==> config.mk <==
export PLATFORM = sky130hd
export DESIGN_NAME = vga_vram_arbiter
export DESIGN_NICKNAME = d
export VERILOG_FILES = /design/src/rtl/vga_vram_pkg.sv /design/src/rtl/vga_vram_watchdog.sv /design/src/rtl/vga_vram_arbiter.sv
export SDC_FILE = /design/constraint.sdc
export NUM_CORES = 1
export LEC_CHECK = 0
export CAP_MARGIN = 30
export CORE_MARGIN = 2
export CORE_UTILIZATION = 34
export CTS_CLUSTER_DIAMETER = 150
export DETAILED_ROUTE_END_ITERATION = 8
export MAX_ROUTING_LAYER = met4
export PLACE_DENSITY = 0.8
export SYNTH_ARGS = -nofsm -noshare
export SYNTH_HDL_FRONTEND = slang
export SYNTH_SLANG_ARGS = --single-unit
==> constraint.sdc <==
create_clock -name clk_i -period 1.7 [get_ports clk_i]
set_clock_uncertainty 0.1 [all_clocks]
set_input_delay 0.255 -clock clk_i [delete_from_list [all_inputs] [get_ports clk_i]]
set_output_delay 0.255 -clock clk_i [all_outputs]
set_load 0.02 [all_outputs]
==> src/rtl/vga_vram_pkg.sv <==
// Shared types and constants for the VGA VRAM arbiter.
package vga_vram_pkg;

  typedef enum logic [1:0] {
    StIdle,
    StGntD,
    StGntC,
    StResp
  } state_e;

  localparam logic OWN_DISP = 1'b0;
  localparam logic OWN_CPU  = 1'b1;

endpackage

==> src/rtl/vga_vram_watchdog.sv <==
// Transaction watchdog: counts cycles while enabled and flags the cycle in which
// the TIMEOUT-th enabled cycle is reached.
module vga_vram_watchdog #(
  parameter int unsigned TIMEOUT = 64
) (
  input  logic clk_i,
  input  logic rst_n_i,
  input  logic clr_i,
  input  logic en_i,
  output logic expire_o
);

  localparam int unsigned CNT_W = $clog2(TIMEOUT);
  localparam logic [CNT_W-1:0] LAST = CNT_W'(TIMEOUT - 1);

  logic [CNT_W-1:0] cnt_q;

  // Count value equals the number of enabled cycles already elapsed.
  assign expire_o = en_i && (cnt_q == LAST);

  always_ff @(posedge clk_i or negedge rst_n_i) begin
    if (!rst_n_i) begin
      cnt_q <= '0;
    end else if (clr_i) begin
      cnt_q <= '0;
    end else if (en_i && !expire_o) begin
      cnt_q <= cnt_q + CNT_W'(1);
    end
  end

endmodule

==> src/rtl/vga_vram_arbiter.sv <==
// Single-port VRAM arbiter between the display scanout fetcher and a CPU requester,
// with a display-run starvation guard and a transaction watchdog.
module vga_vram_arbiter
  import vga_vram_pkg::*;
#(
  parameter int unsigned ADDR_W       = 24,
  parameter int unsigned DATA_W       = 32,
  parameter int unsigned MAX_DISP_RUN = 8,
  parameter int unsigned TIMEOUT      = 64
) (
  input  logic              clk_i,
  input  logic              rst_n_i,
  input  logic              vblank_i,
  input  logic              disp_req_i,
  input  logic [ADDR_W-1:0] disp_addr_i,
  output logic              disp_ack_o,
  output logic [DATA_W-1:0] disp_data_o,
  input  logic              cpu_req_i,
  input  logic              cpu_we_i,
  input  logic [ADDR_W-1:0] cpu_addr_i,
  input  logic [DATA_W-1:0] cpu_wdata_i,
  output logic              cpu_ack_o,
  output logic [DATA_W-1:0] cpu_rdata_o,
  output logic              mem_req_o,
  output logic              mem_we_o,
  output logic [ADDR_W-1:0] mem_addr_o,
  output logic [DATA_W-1:0] mem_wdata_o,
  input  logic              mem_ack_i,
  input  logic [DATA_W-1:0] mem_rdata_i,
  output logic              err_o,
  output logic              err_src_o
);

  localparam int unsigned RUN_W = $clog2(MAX_DISP_RUN + 1);
  localparam logic [RUN_W-1:0] RUN_MAX = RUN_W'(MAX_DISP_RUN);

  state_e            state_q, state_d;
  logic              owner_q, owner_d;
  logic [RUN_W-1:0]  run_q, run_d;
  logic [ADDR_W-1:0] addr_q, addr_d;
  logic              we_q, we_d;
  logic [DATA_W-1:0] wdata_q, wdata_d;
  logic [DATA_W-1:0] disp_data_q, disp_data_d;
  logic [DATA_W-1:0] cpu_rdata_q, cpu_rdata_d;
  logic              err_q, err_d;
  logic              err_src_q, err_src_d;
  logic              cpu_wins;
  logic              in_gnt;
  logic              wd_expire;

  assign in_gnt = (state_q == StGntD) || (state_q == StGntC);

  // CPU wins in vblank, when the display has used its run budget, or when alone.
  assign cpu_wins = cpu_req_i && (vblank_i || (run_q == RUN_MAX) || !disp_req_i);

  vga_vram_watchdog #(
    .TIMEOUT (TIMEOUT)
  ) u_watchdog (
    .clk_i    (clk_i),
    .rst_n_i  (rst_n_i),
    .clr_i    (!in_gnt),
    .en_i     (in_gnt),
    .expire_o (wd_expire)
  );

  always_comb begin
    state_d     = state_q;
    owner_d     = owner_q;
    run_d       = run_q;
    addr_d      = addr_q;
    we_d        = we_q;
    wdata_d     = wdata_q;
    disp_data_d = disp_data_q;
    cpu_rdata_d = cpu_rdata_q;
    err_d       = err_q;
    err_src_d   = err_src_q;

    unique case (state_q)
      StIdle: begin
        if (!cpu_req_i) begin
          run_d = '0;
        end
        if (cpu_wins) begin
          state_d = StGntC;
          owner_d = OWN_CPU;
          addr_d  = cpu_addr_i;
          we_d    = cpu_we_i;
          wdata_d = cpu_wdata_i;
          run_d   = '0;
        end else if (disp_req_i) begin
          state_d = StGntD;
          owner_d = OWN_DISP;
          addr_d  = disp_addr_i;
          we_d    = 1'b0;
          wdata_d = '0;
          if (cpu_req_i && (run_q != RUN_MAX)) begin
            run_d = run_q + RUN_W'(1);
          end
        end
      end
      StGntD, StGntC: begin
        // A completion in the expiry cycle takes precedence over the timeout.
        if (mem_ack_i) begin
          state_d = StResp;
          if (owner_q == OWN_CPU) begin
            cpu_rdata_d = mem_rdata_i;
          end else begin
            disp_data_d = mem_rdata_i;
          end
        end else if (wd_expire) begin
          state_d   = StResp;
          err_d     = 1'b1;
          err_src_d = owner_q;
          if (owner_q == OWN_CPU) begin
            cpu_rdata_d = '0;
          end else begin
            disp_data_d = '0;
          end
        end
      end
      StResp: begin
        state_d = StIdle;
      end
      default: begin
        state_d = StIdle;
      end
    endcase
  end

  always_ff @(posedge clk_i or negedge rst_n_i) begin
    if (!rst_n_i) begin
      state_q     <= StIdle;
      owner_q     <= OWN_DISP;
      run_q       <= '0;
      addr_q      <= '0;
      we_q        <= 1'b0;
      wdata_q     <= '0;
      disp_data_q <= '0;
      cpu_rdata_q <= '0;
      err_q       <= 1'b0;
      err_src_q   <= 1'b0;
    end else begin
      state_q     <= state_d;
      owner_q     <= owner_d;
      run_q       <= run_d;
      addr_q      <= addr_d;
      we_q        <= we_d;
      wdata_q     <= wdata_d;
      disp_data_q <= disp_data_d;
      cpu_rdata_q <= cpu_rdata_d;
      err_q       <= err_d;
      err_src_q   <= err_src_d;
    end
  end

  assign mem_req_o   = in_gnt;
  assign mem_we_o    = in_gnt && we_q;
  assign mem_addr_o  = addr_q;
  assign mem_wdata_o = wdata_q;
  assign disp_ack_o  = (state_q == StResp) && (owner_q == OWN_DISP);
  assign cpu_ack_o   = (state_q == StResp) && (owner_q == OWN_CPU);
  assign disp_data_o = disp_data_q;
  assign cpu_rdata_o = cpu_rdata_q;
  assign err_o       = err_q;
  assign err_src_o   = err_src_q;

endmodule
# [Word level (Yosys, flattened, before mapping)]
# Cells that the tools add are included.
[totals] inputBits=119 wordCells=71 out_inout_bits=126 latch_bits=0 mem_bits_ro=0 ff_bits=136 ram_bits=0 memories=0
[op_classes] n_mul=0 mux=26 div_mod_pow=0 shift=0 addsub=2 n_bitwise=2 n_eq_ne=9 order_cmp=0 n_reduce_logical=21
[op_table] cell="two-way mux 32 bit" n=10
[op_table] cell="two-way mux 24 bit" n=2
[op_table] cell="two-way mux 4 bit" n=4
[op_table] cell="two-way mux 6 bit" n=2
[op_table] cell="AND reduction 3 bit" n=3
[op_table] cell="two-way mux 2 bit" n=4
[op_table] cell="logical AND 1 bit" n=7
[op_table] cell="adder 6 x 1 -> 6 bit, second input constant" n=1
[op_table] cell="== test 6 bit, second input constant" n=1
[op_table] cell="one-hot mux 2 bit (3 select lines)" n=1
[op_table] cell="adder 4 x 1 -> 4 bit, second input constant" n=1
[op_table] cell="== test 2 bit, second input constant" n=2
[op_table] cell="== test 4 bit, second input constant" n=1
[op_table] cell="!= test 4 bit, second input constant" n=1
[op_table] cell="AND reduction 2 bit" n=2
[op_table] cell="nonzero test 2 bit" n=2
[op_table] cell="logical OR 1 bit" n=3
[op_table] cell="two-way mux 1 bit" n=3
[op_table] cell="!= test 3 x 2 -> 1 bit, second input constant" n=1
[op_table] cell="!= test 3 bit, second input constant" n=1
[op_table] cell="== test 2 x 1 -> 1 bit, second input constant" n=1
[op_table] cell="zero test 1 bit" n=2
[op_table] cell="zero test 2 bit" n=1
[op_table] cell="!= test 2 x 1 -> 1 bit, second input constant" n=1
[op_table] cell="2 further kinds" n=3

# [Depth between registers and ports, before layout]
# Gate-level depths: netlist of the first run.
[depth] ltp_word=7 mapped_depth=8 mapped_depth_nobuf=6

# [Modules after synthesis]
# A second synthesis of the first run with hierarchy kept.
[unflattened] cells_unflattened=532 hier_area_um2=6033.3
[by_module_without_submodules] module="vga_vram_arbiter" area_each_um2=5659.2 cells_each=490 seq_area_each_um2=3253.1 instances=1
[by_module_without_submodules] module="vga_vram_watchdog" area_each_um2=374.1 cells_each=42 seq_area_each_um2=150.1 instances=1

# [Least setup slack after synthesis of the first run]
# OpenSTA, ideal clock, no wires.
[synth_path] path_kind="flip-flop to flip-flop" from="reg state_q[1]" to="reg err_src_q (netlist: err_src_o)" path_buffers=1 t_arrival_ns=1.754 stages_incl_launch_ff=8 t_required_ns=1.472 synth_period_minus_slack_ns=1.981 setup_time_ns=0.128 setup_slack_ns=-0.281 path_cell_list="dfrtp_1 -> inv_1 -> ha_1 -> nand3_1 -> or2_1 -> clkbuf_1 -> nor2_1 -> mux2_1"
[synth_between] elab_chain_cells=4 elab_cells_between_ends=6 cone_classes="eq/ne (2); reduce/logical (4)"
[synth_rtl] item="from (decl)" line="vga_vram_arbiter.sv:37" rtl="state_e state_q, state_d;"
[synth_rtl] item="from (signal assigned)" line="vga_vram_arbiter.sv:132" rtl="state_q <= StIdle;"
[synth_rtl] item="from (signal assigned)" line="vga_vram_arbiter.sv:143" rtl="state_q <= state_d;"
[synth_rtl] item="== test 2 x 1 -> 1 bit or == test 2 bit (tied branches)" line="vga_vram_arbiter.sv:51" rtl="assign in_gnt = (state_q == StGntD) || (state_q == StGntC);"
[synth_rtl] item="logical OR 1 bit (*)" line="vga_vram_arbiter.sv:51"
[synth_rtl] item="net mem_req_o" line="vga_vram_arbiter.sv:24" rtl="output logic mem_req_o,"
[synth_rtl] item="logical AND 1 bit (*)" line="vga_vram_watchdog.sv:19" rtl="assign expire_o = en_i && (cnt_q == LAST);"
[synth_rtl] item="AND reduction 3 bit (no line) (*)"
[synth_rtl] item="to (signal assigned)" line="vga_vram_arbiter.sv:152" rtl="err_src_q <= err_src_d;"
[synth_rtl] item="to (decl)" line="vga_vram_arbiter.sv:46" rtl="logic err_src_q, err_src_d;"
# The timed path passes the listed nets; every way through them passes the cells marked *.
# A chain may end at the register's enable or synchronous reset.

# [Worst setup path after layout of the first run]
[layout_path] from="reg state_q[1]" to="reg disp_data_q[28] (netlist: disp_data_o[28])"
[layout_between] elab_chain_cells=5 elab_cells_between_ends=7 cone_classes="eq/ne (2); reduce/logical (5)"
[layout_rtl] item="== test 2 x 1 -> 1 bit or == test 2 bit (tied branches)" line="vga_vram_arbiter.sv:51, vga_vram_arbiter.sv:78"
[layout_rtl] item="logical OR 1 bit" line="vga_vram_arbiter.sv:51"
[layout_rtl] item="logical AND 1 bit" line="vga_vram_watchdog.sv:19"
[layout_rtl] item="nonzero test 2 bit (no line)"
[layout_rtl] item="AND reduction 3 bit (no line) (*)"
[layout_rtl] item="to (signal assigned)" line="vga_vram_arbiter.sv:149" rtl="disp_data_q <= disp_data_d;"
[layout_rtl] item="to (decl)" line="vga_vram_arbiter.sv:43" rtl="logic [DATA_W-1:0] disp_data_q, disp_data_d;"
# Every way passes the cells marked *; elsewhere a longest branch is shown, timed or not.

==> results.cfg, run 1 <==
[floorplan]
dieWidth_um = 132
core_um2 = 15900
rows = 46
die_h_um = 132
die_area_um2 = 17400
io_pins = 245
initial_core_util = 0.348

[drt]
wl_per_cell_um = 17.5
finalWirelength_um = 17600
viasPerCell = 4.94
route.vias.total = 4980
firstDrtPassIters = 4
initialDrtViolationCount = 248
ant_nets = 0
route.detailed.drc = 0

[placed_design]
post-dp-hpwl_um = 12400
io_buffers = 244
gp_congestion = 0.921
dpl-instance-area_um2 = 8500

[layout]
fill_cells = 1372
register_area_um2 = 3400
multi_input_area_um2 = 2080
final_cell_mix = 136 x dfrtp_1, 122 x dlygate4sd2_1, 120 x nand2_1
antenna_cells = 0
final_common_cell = dfrtp_1
finalInstanceArea_um2 = 9230
drive_gt1_frac = 0.150
fin_util = 0.579
nets = 904
syn_to_final_growth_pct = 66.2

[cts]
clock_tree.buffer_depth = 2
clkLatencyLatePin_ns = 0.41
numCtsBuffers = 17
cts.sinks = 136
cts_tree = done
root_buffer = clkbuf_16
htreeDepth = 4
clkTransAtPathRegs_ns = 0.06

[sta]
final_max_slew_viol_count = 0
timing.fmax_ghz = 0.557
setup_viol = 70
hold_slack_ns = 0.233
worst_slew_pin_slew_ns = 0.402
relSlewSlack = 0.732
finalCriticalPeriod_ns = 1.80
rsz0062_at_grt = yes
hold_viol = 0
post-route-period-util = 1.06
layout_setup_ws_ns = -0.0951

[power]
ir_drop_mv = 0.967
power_density_nw_per_um2 = 1900
clock_power_share = 0.207
p_int_mw = 10.6
leakage_nw = 4.47
comb_power_share = 0.478
sw_frac_of_total = 0.396
switchingPower_mw = 6.96
seq_power_share = 0.315

[worst_setup_path]
cp-end-kind = flop
critPathLaunchType = flop
worstPathRequired_ns = 1.89
crit_fanout = 32
path_class = reg -> reg
worstPathArrival_ns = 1.99
reg2reg_depth = 7

[run_status]
outcome = complete, but fails checks
violations = setup timing

[yosys]
ys_seq_elements = 136
netlist_area_um2 = 5560
ys_top_cells_by_area = dfrtp_1 61%, a22o_1 10%, nand2_1 8.3%
synth_top_cell_area_share = 0.613
synth.distinct_cells = 49
syn_inst = 508
synth_nets = 632
ys_seq_area_frac = 0.613
yosysWarnings = 0
synth_top_area_cell = dfrtp_1
avgSynthCellArea_um2 = 10.9

[grt]
overflow = 0
track_usage = 0.209
grt_pass1_wl_um = 27600
antenna_found_initial = 0
grt_pass1_vias = 4964
grt_max_degree = 44

[min_path]
worstHoldPathType = in -> async

[run]
max_cap_violations = 0
[final cells by class]
class | count | area share
well taps | 216 | 0.0293
inverters | 9 | 0.00366
clock inverters | 14 | 0.0164
clock buffers | 18 | 0.0476
multi-input cells | 327 | 0.225
repair buffers | 289 | 0.309
flip-flops and latches | 136 | 0.369
[metrics by stage]
stage	setup WS (ns)	power, mW	setup TNS (ns)	instances
2_1_floorplan	-0.0961	10.3	-1.90	508
3_3_place_gp	-0.122	14.5	-4.33	967
3_5_place_dp	-0.181	14.8	-7.73	967
4_1_cts	-0.0908	17.6	-3.46	1003
5_1_grt	-0.150	18.5	-7.39	1009
6_report	-0.0951	17.6	-3.06	1009
[flip-flops by register name, indices dropped and copies added, names as in the netlist, 2 cells and up]
name and cells:
mem_wdata_o 32, disp_data_o 32, run_q 4, mem_addr_o 24
u_watchdog.cnt_q 6, cpu_rdata_o 32, state_q 2
[what timing repair did]
item                                   in CTS  in global routing
hold buffers                                1                  0
pin swaps                                   3                 21
endpoints found under the hold margin      35                  0
cloned                                      2                  1
buffers inserted                            1                  5
resized for setup                         155                 21
setup endpoints to repair                 200                102
[logic make-up (layout without fill, tap and decap cells)]
family	after synthesis	count (layout)	synth area share
and+or+nand+nor	207	207	0.165
DFF	136	136	0.613
AOI/OAI and AO/OA	110	110	0.158
buffers and inverters	45	330	0.0439
adders and majority gates	5	5	0.0113
muxes	3	3	0.00586
xor gates and xnor gates	2	2	0.00315
[power by group through the flow]
stage	registers, mW	logic (mW)	clock network, mW
final	5.52	8.39	3.64
after global routing	5.72	8.93	3.85
after CTS	5.53	8.32	3.72
after detailed placement	5.62	9.16	0
after global placement	5.56	8.97	0
after floorplan	7.29	2.99	0
[synth_stat cells (all sizes together)]
master	count
o31ai	1
xor2	1
xnor2	1
clkbuf	7
o22ai	1
a21oi	2
nand3	41
o221a	1
nor2	30
nand3b	2
o2bb2ai	1
o211ai	1
buf	29
mux2	2
nand2b	1
a2111oi	1
nor2b	1
nor3	1
and3	2
and2b	1
inv	9
and2	2
mux2i	1
a21boi	1
or4	1
o21ai	7
a41oi	1
a21bo	1
dfrtp	136
o21a	1
a221oi	1
ha	5
a22o	64
a31oi	25
o211a	1
nand2	123
or2	2
[final timing paths]
path	end	slack (ns)	startpoint
max	disp_data_o[28]$_DFFE_PN0P_	-0.1	state_q[1]$_DFFE_PN0P_
min reg2reg	err_o$_DFFE_PN0P_	0.36	err_o$_DFFE_PN0P_
min in group clk_i	mem_wdata_o[8]$_DFFE_PN0P_	0.29	cpu_wdata_i[8]
min	mem_wdata_o[8]$_DFFE_PN0P_	0.23	rst_n_i
max reg2reg	disp_data_o[28]$_DFFE_PN0P_	-0.1	state_q[1]$_DFFE_PN0P_
max in group asynchronous	mem_addr_o[2]$_DFFE_PN0P_	0.67	rst_n_i
[layer usage]
layer / global-route usage / vias to the layer above / routed length (um)
li1: - / 2331 / -
met1: 0.250 / 2458 / 7310
met2: 0.341 / 155 / 9110
met3: 0.0477 / 36 / 668
met4: 0.0888 / 0 / 541
met5: - / - / 0
[worst max-delay path: stages, from the launching register on]
cell and delay (ns):
dfrtp_1 0.37, inv_2 0.06, ha_4 0.29, nand3_4 0.08, o21ai_4 0.22, nand3b_4 0.11
buf_12 0.18, a22o_1 0.26
Note: power is estimated with default switching activity, not from simulation.
==> run 2, diff against run 1 <==
clock period = 1.55 ns   (was 1.7 ns; I/O delays follow)
==> run 2 against run 1 <==
Net effect: the flow still finishes with violations (setup timing); core utilization grew 5.2 points; sequential power grew 10%; cell count grew 2.4%; first-iteration DRC count shrank 4.8%; sequential cell count is the same; sequential share of layout area shrank 3.0 points; hold slack lost 0.021 ns; global-route usage grew 1.8 points; routed wire length grew 8.5%.
==> results.cfg, run 2 (synthesis gave the netlist of run 1 again) <==
[placed_design]
post-dp-hpwl_um = 12100
gp_congestion = 0.860
io_buffers = 244
pre_cts_slack_ns = -0.330
placed_cells = 974

[cts]
htreeDepth = 4
clkLatencyLatePin_ns = 0.40
clkTransAtPathRegs_ns = 0.06
cts.sinks = 136
clock_tree.buffer_depth = 2
root_buffer = clkbuf_16
numCtsBuffers = 17
cts_tree = done

[floorplan]
rows = 46
die_h_um = 132
core_um2 = 15900
dieWidth_um = 132
die_area_um2 = 17400
io_pins = 245
initial_core_util = 0.348

[worst_setup_path]
worstPathRequired_ns = 1.73
crit_fanout = 32
cp-end-kind = flop
critPathLaunchType = flop
cp_slowest_cell = dfrtp_1
ff2ff_setup_slack_ns = -0.25
cpPeakStageDelay_ns = 0.36
cp_cell_sequence = inv_2 -> ha_4 -> nand3_4 -> o21ai_4 -> nand3_4 -> buf_12 -> a22o_1
cp-startpoint = state_q[1]$_DFFE_PN0P_
reg2reg_depth = 7
reg2reg_from = state_q[1]$_DFFE_PN0P_
path_class = reg -> reg
cp-endpoint = cpu_rdata_o[10]$_DFFE_PN0P_
path_common_cell = nand3_4
r2r_end = cpu_rdata_o[10]$_DFFE_PN0P_
worstPathArrival_ns = 1.98

[layout]
fill_cells = 1271
nets = 928
drive_gt1_frac = 0.277
syn_to_final_growth_pct = 81.1
fin_util = 0.631
final_common_cell = dfrtp_1
fin_cells = 1033
final_cell_mix = 136 x dfrtp_1, 121 x dlygate4sd2_1, 118 x clkdlybuf4s50_1
antenna_cells = 0

[sta]
final_max_slew_viol_count = 0
setup_viol = 136
post-route-period-util = 1.16
hold_viol = 0
tns_ns = -21.93
timing.fmax_ghz = 0.556
finalCriticalPeriod_ns = 1.80
rsz0062_at_grt = yes
layout_setup_ws_ns = -0.248
relSlewSlack = 0.754
worst_slew_pin_slew_ns = 0.360

[drt]
firstDrtPassIters = 5
dr_wl_met3_um = 703
route.top_layer_used = met4
route.vias.total = 5113
drt-met1-wl_um = 7790
initialDrtViolationCount = 236
met2_length_um = 10100
route.detailed.drc = 0
viasPerCell = 4.95
wl_per_cell_um = 18.5
finalWirelength_um = 19100
ant_nets = 0

[grt]
grt_pass1_wl_um = 30000
antenna_found_initial = 0
track_usage = 0.227
grt_max_degree = 48
overflow = 0
grt_pass1_vias = 5400

[power]
leakage_nw = 4.78
ir_drop_mv = 1.04
finalPower_mw = 20.2
power_density_nw_per_um2 = 2010

[run_status]
outcome = complete, but fails checks
violations = setup timing

[run]
max_cap_violations = 0

[min_path]
worstHoldPathType = in -> async
[run 2: worst min path at each step]
| stage | startpoint | end | slack [ns] | cells past startpoint |
|---|---|---|---|---|
| after floorplan | rst_n_i | cpu_rdata_o[0]$_DFFE_PN0P_ | -0.16 | 0 |
| after global routing | rst_n_i | disp_data_o[26]$_DFFE_PN0P_ | 0.23 | 2 |
| after global placement | rst_n_i | cpu_rdata_o[22]$_DFFE_PN0P_ | 0.05 | 1 |
| after detailed placement | rst_n_i | cpu_rdata_o[22]$_DFFE_PN0P_ | 0.05 | 1 |
| final | rst_n_i | disp_data_o[22]$_DFFE_PN0P_ | 0.21 | 2 |
| after CTS | rst_n_i | cpu_rdata_o[22]$_DFFE_PN0P_ | 0.17 | 2 |
[run 2: final cells by class]
type / instances / area, um^2 / area share
Sequential cell: 136 / 3400 / 0.338
Timing Repair Buffer: 313 / 3210 / 0.319
Multi-Input combinational cell: 327 / 2530 / 0.251
Clock buffer: 17 / 425 / 0.0423
Tap cell: 216 / 270 / 0.0269
Clock inverter: 15 / 190 / 0.0189
Inverter: 9 / 33.8 / 0.00336
[run 2: worst max-delay path, delay by kind of cell, from the launching register on]
family | cells | cell delay (ns)
AO/OA/AOI/OAI | 2 | 0.46
adder cells (fa/ha/maj) | 1 | 0.32
buffers and inverters | 2 | 0.24
flip-flops | 1 | 0.36
AND/OR/NAND/NOR | 2 | 0.18
[run 2: metrics by stage]
stage	hold WS (ns)	instance area, um^2
2_1_floorplan	-0.163	5620
3_3_place_gp	0.0524	8580
3_5_place_dp	0.0536	8580
4_1_cts	0.174	9790
5_1_grt	0.226	10100
6_report	0.211	10100
[run 2: routing by layer]
metal,vias to the layer above,GRT usage
met4,0,0.0996
met2,147,0.373
met1,2545,0.269
li1,2387,-
met3,34,0.0477
met5,-,-
[run 2: repair_timing]
action / in CTS / in global routing
setup buffers: 13 / 12
gates cloned: 10 / 1
pin swaps: 108 / 64
hold buffers: 1 / 0
endpoints found under the setup margin: 253 / 141
resized for setup: 230 / 76
endpoints found under the hold margin: 136 / 0
[run 2: where the power goes]
group | internal, mW | switching [mW] | leakage [nW]
Clock | 2.57 | 1.64 | 0.293
Combinational | 4.36 | 5.59 | 2.79
Sequential | 5.21 | 0.871 | 1.71
Total | 12.1 | 8.10 | 4.78
==> run 3, diff against run 2 <==
MAX_ROUTING_LAYER = unset   (was met4)
==> run 3 against run 2 <==
Net effect: the flow still finishes with violations (setup timing); routed wire length is 0.23% lower; combinational power hardly changed; core utilization hardly changed.
==> results.cfg, run 3 (synthesis gave the netlist of run 1 again) <==
[run_status]
outcome = complete, but fails checks
violations = setup timing

[min_path]
worstHoldPathType = in -> async

[placed_design]
gp_congestion = 0.845
io_buffers = 244
post-dp-hpwl_um = 12100
placed_cells = 974
pre_cts_slack_ns = -0.330

[layout]
drive_gt1_frac = 0.277
nets = 928
fill_cells = 1270
syn_to_final_growth_pct = 81.0
register_area_um2 = 3400
final_cell_mix = 136 x dfrtp_1, 121 x dlygate4sd2_1, 118 x clkdlybuf4s50_1
antenna_cells = 0
multi_input_area_um2 = 2520
fin_cells = 1033
final_common_cell = dfrtp_1

[sta]
final_max_slew_viol_count = 0
rsz0062_at_grt = yes
relSlewSlack = 0.755
tns_ns = -22.66
post-route-period-util = 1.16
worst_slew_pin_slew_ns = 0.359
timing.fmax_ghz = 0.556
hold_viol = 0
finalCriticalPeriod_ns = 1.80
layout_setup_ws_ns = -0.249
setup_viol = 136

[cts]
clock_tree.buffer_depth = 2
htreeDepth = 4
root_buffer = clkbuf_16
clkLatencyLatePin_ns = 0.40
numCtsBuffers = 17
cts_tree = done
cts.sinks = 136
clkTransAtPathRegs_ns = 0.06

[grt]
overflow = 0
track_usage = 0.220
grt_pass1_wl_um = 29900
grt_pass1_vias = 5411
grt_max_degree = 48
antenna_found_initial = 0

[power]
finalPower_mw = 20.2
ir_drop_mv = 1.04
power_density_nw_per_um2 = 2010
leakage_nw = 4.78

[worst_setup_path]
path_buf_inv = 3
crit_fanout = 2
cp_cell_sequence = buf_4 -> buf_6 -> ha_4 -> nor2b_1 -> buf_4
cpLargestDelayFamily = buffers and inverters
critPathLaunchType = flop
worstPathArrival_ns = 1.47
path_class = reg -> out
path_common_cell = buf_4
cp_slowest_cell = dfrtp_1
cpPeakStageDelay_ns = 0.39
cp-end-kind = primary output
worstPathRequired_ns = 1.22

[drt]
viasPerCell = 4.96
ant_nets = 0
wl_per_cell_um = 18.5
firstDrtPassIters = 4
initialDrtViolationCount = 241
route.detailed.drc = 0
route.vias.total = 5128
finalWirelength_um = 19100

[floorplan]
rows = 46
initial_core_util = 0.348
dieWidth_um = 132
die_area_um2 = 17400
io_pins = 245
core_um2 = 15900
die_h_um = 132

[run]
max_cap_violations = 0
## run 3: per-layer routing
metal / track usage / part of all wire
met3: 0.0484 / 0.032
met1: 0.268 / 0.41
met5: 0 / 0
met2: 0.374 / 0.53
met4: 0.0996 / 0.030
## run 3: cell type report
class / instances / area share
flip-flops and latches: 136 / 0.338
repair buffers: 313 / 0.319
inverters: 9 / 0.00336
multi-input cells: 327 / 0.251
well taps: 216 / 0.0269
clock buffers: 17 / 0.0423
clock inverters: 15 / 0.0189
## run 3: repair_timing
item,CTS,global route
hold endpoints to repair,136,0
gates cloned,10,1
buffers inserted,13,12
setup endpoints to repair,253,141
resized for setup,230,75
hold buffers,1,0
pin swaps,108,63
## run 3: final timing paths
| check | cells past startpoint | slack (ns) | start | to |
|---|---|---|---|---|
| max | 5 | -0.25 | state_q[1]$_DFFE_PN0P_ | disp_ack_o |
| min | 2 | 0.20 | rst_n_i | cpu_rdata_o[22]$_DFFE_PN0P_ |
| max reg2reg | 7 | -0.25 | state_q[1]$_DFFE_PN0P_ | cpu_rdata_o[10]$_DFFE_PN0P_ |
| min reg2reg | 2 | 0.36 | mem_wdata_o[5]$_DFFE_PN0P_ | mem_wdata_o[5]$_DFFE_PN0P_ |
| max in group asynchronous | 3 | 0.62 | rst_n_i | disp_data_o[16]$_DFFE_PN0P_ |
| min in group clk_i | 3 | 0.28 | cpu_wdata_i[20] | mem_wdata_o[20]$_DFFE_PN0P_ |
## run 3: where the power goes
group	switching [mW]	leakage (nW)	internal (mW)	total [mW]
logic	5.59	2.78	4.36	9.94
clock network	1.63	0.293	2.57	4.20
registers	0.875	1.71	5.21	6.08
total	8.09	4.78	12.1	20.2
## run 3: metrics by stage
step                hold slack (ns)   util  cell area [um^2]
floorplan                    -0.163      -              5620
global placement             0.0524  0.538              8580
detailed placement           0.0536  0.538              8580
CTS                           0.174  0.614              9790
global route                  0.220  0.631             10100
finish                        0.204  0.631             10100
## run 3: worst register-to-register path, stage by stage (launching register included)
cell and delay, ns:
dfrtp_1 0.36, inv_2 0.05, ha_4 0.32, nand3_4 0.09, o21ai_4 0.22, nand3_4 0.10, buf_12 0.19, a22o_1 0.25
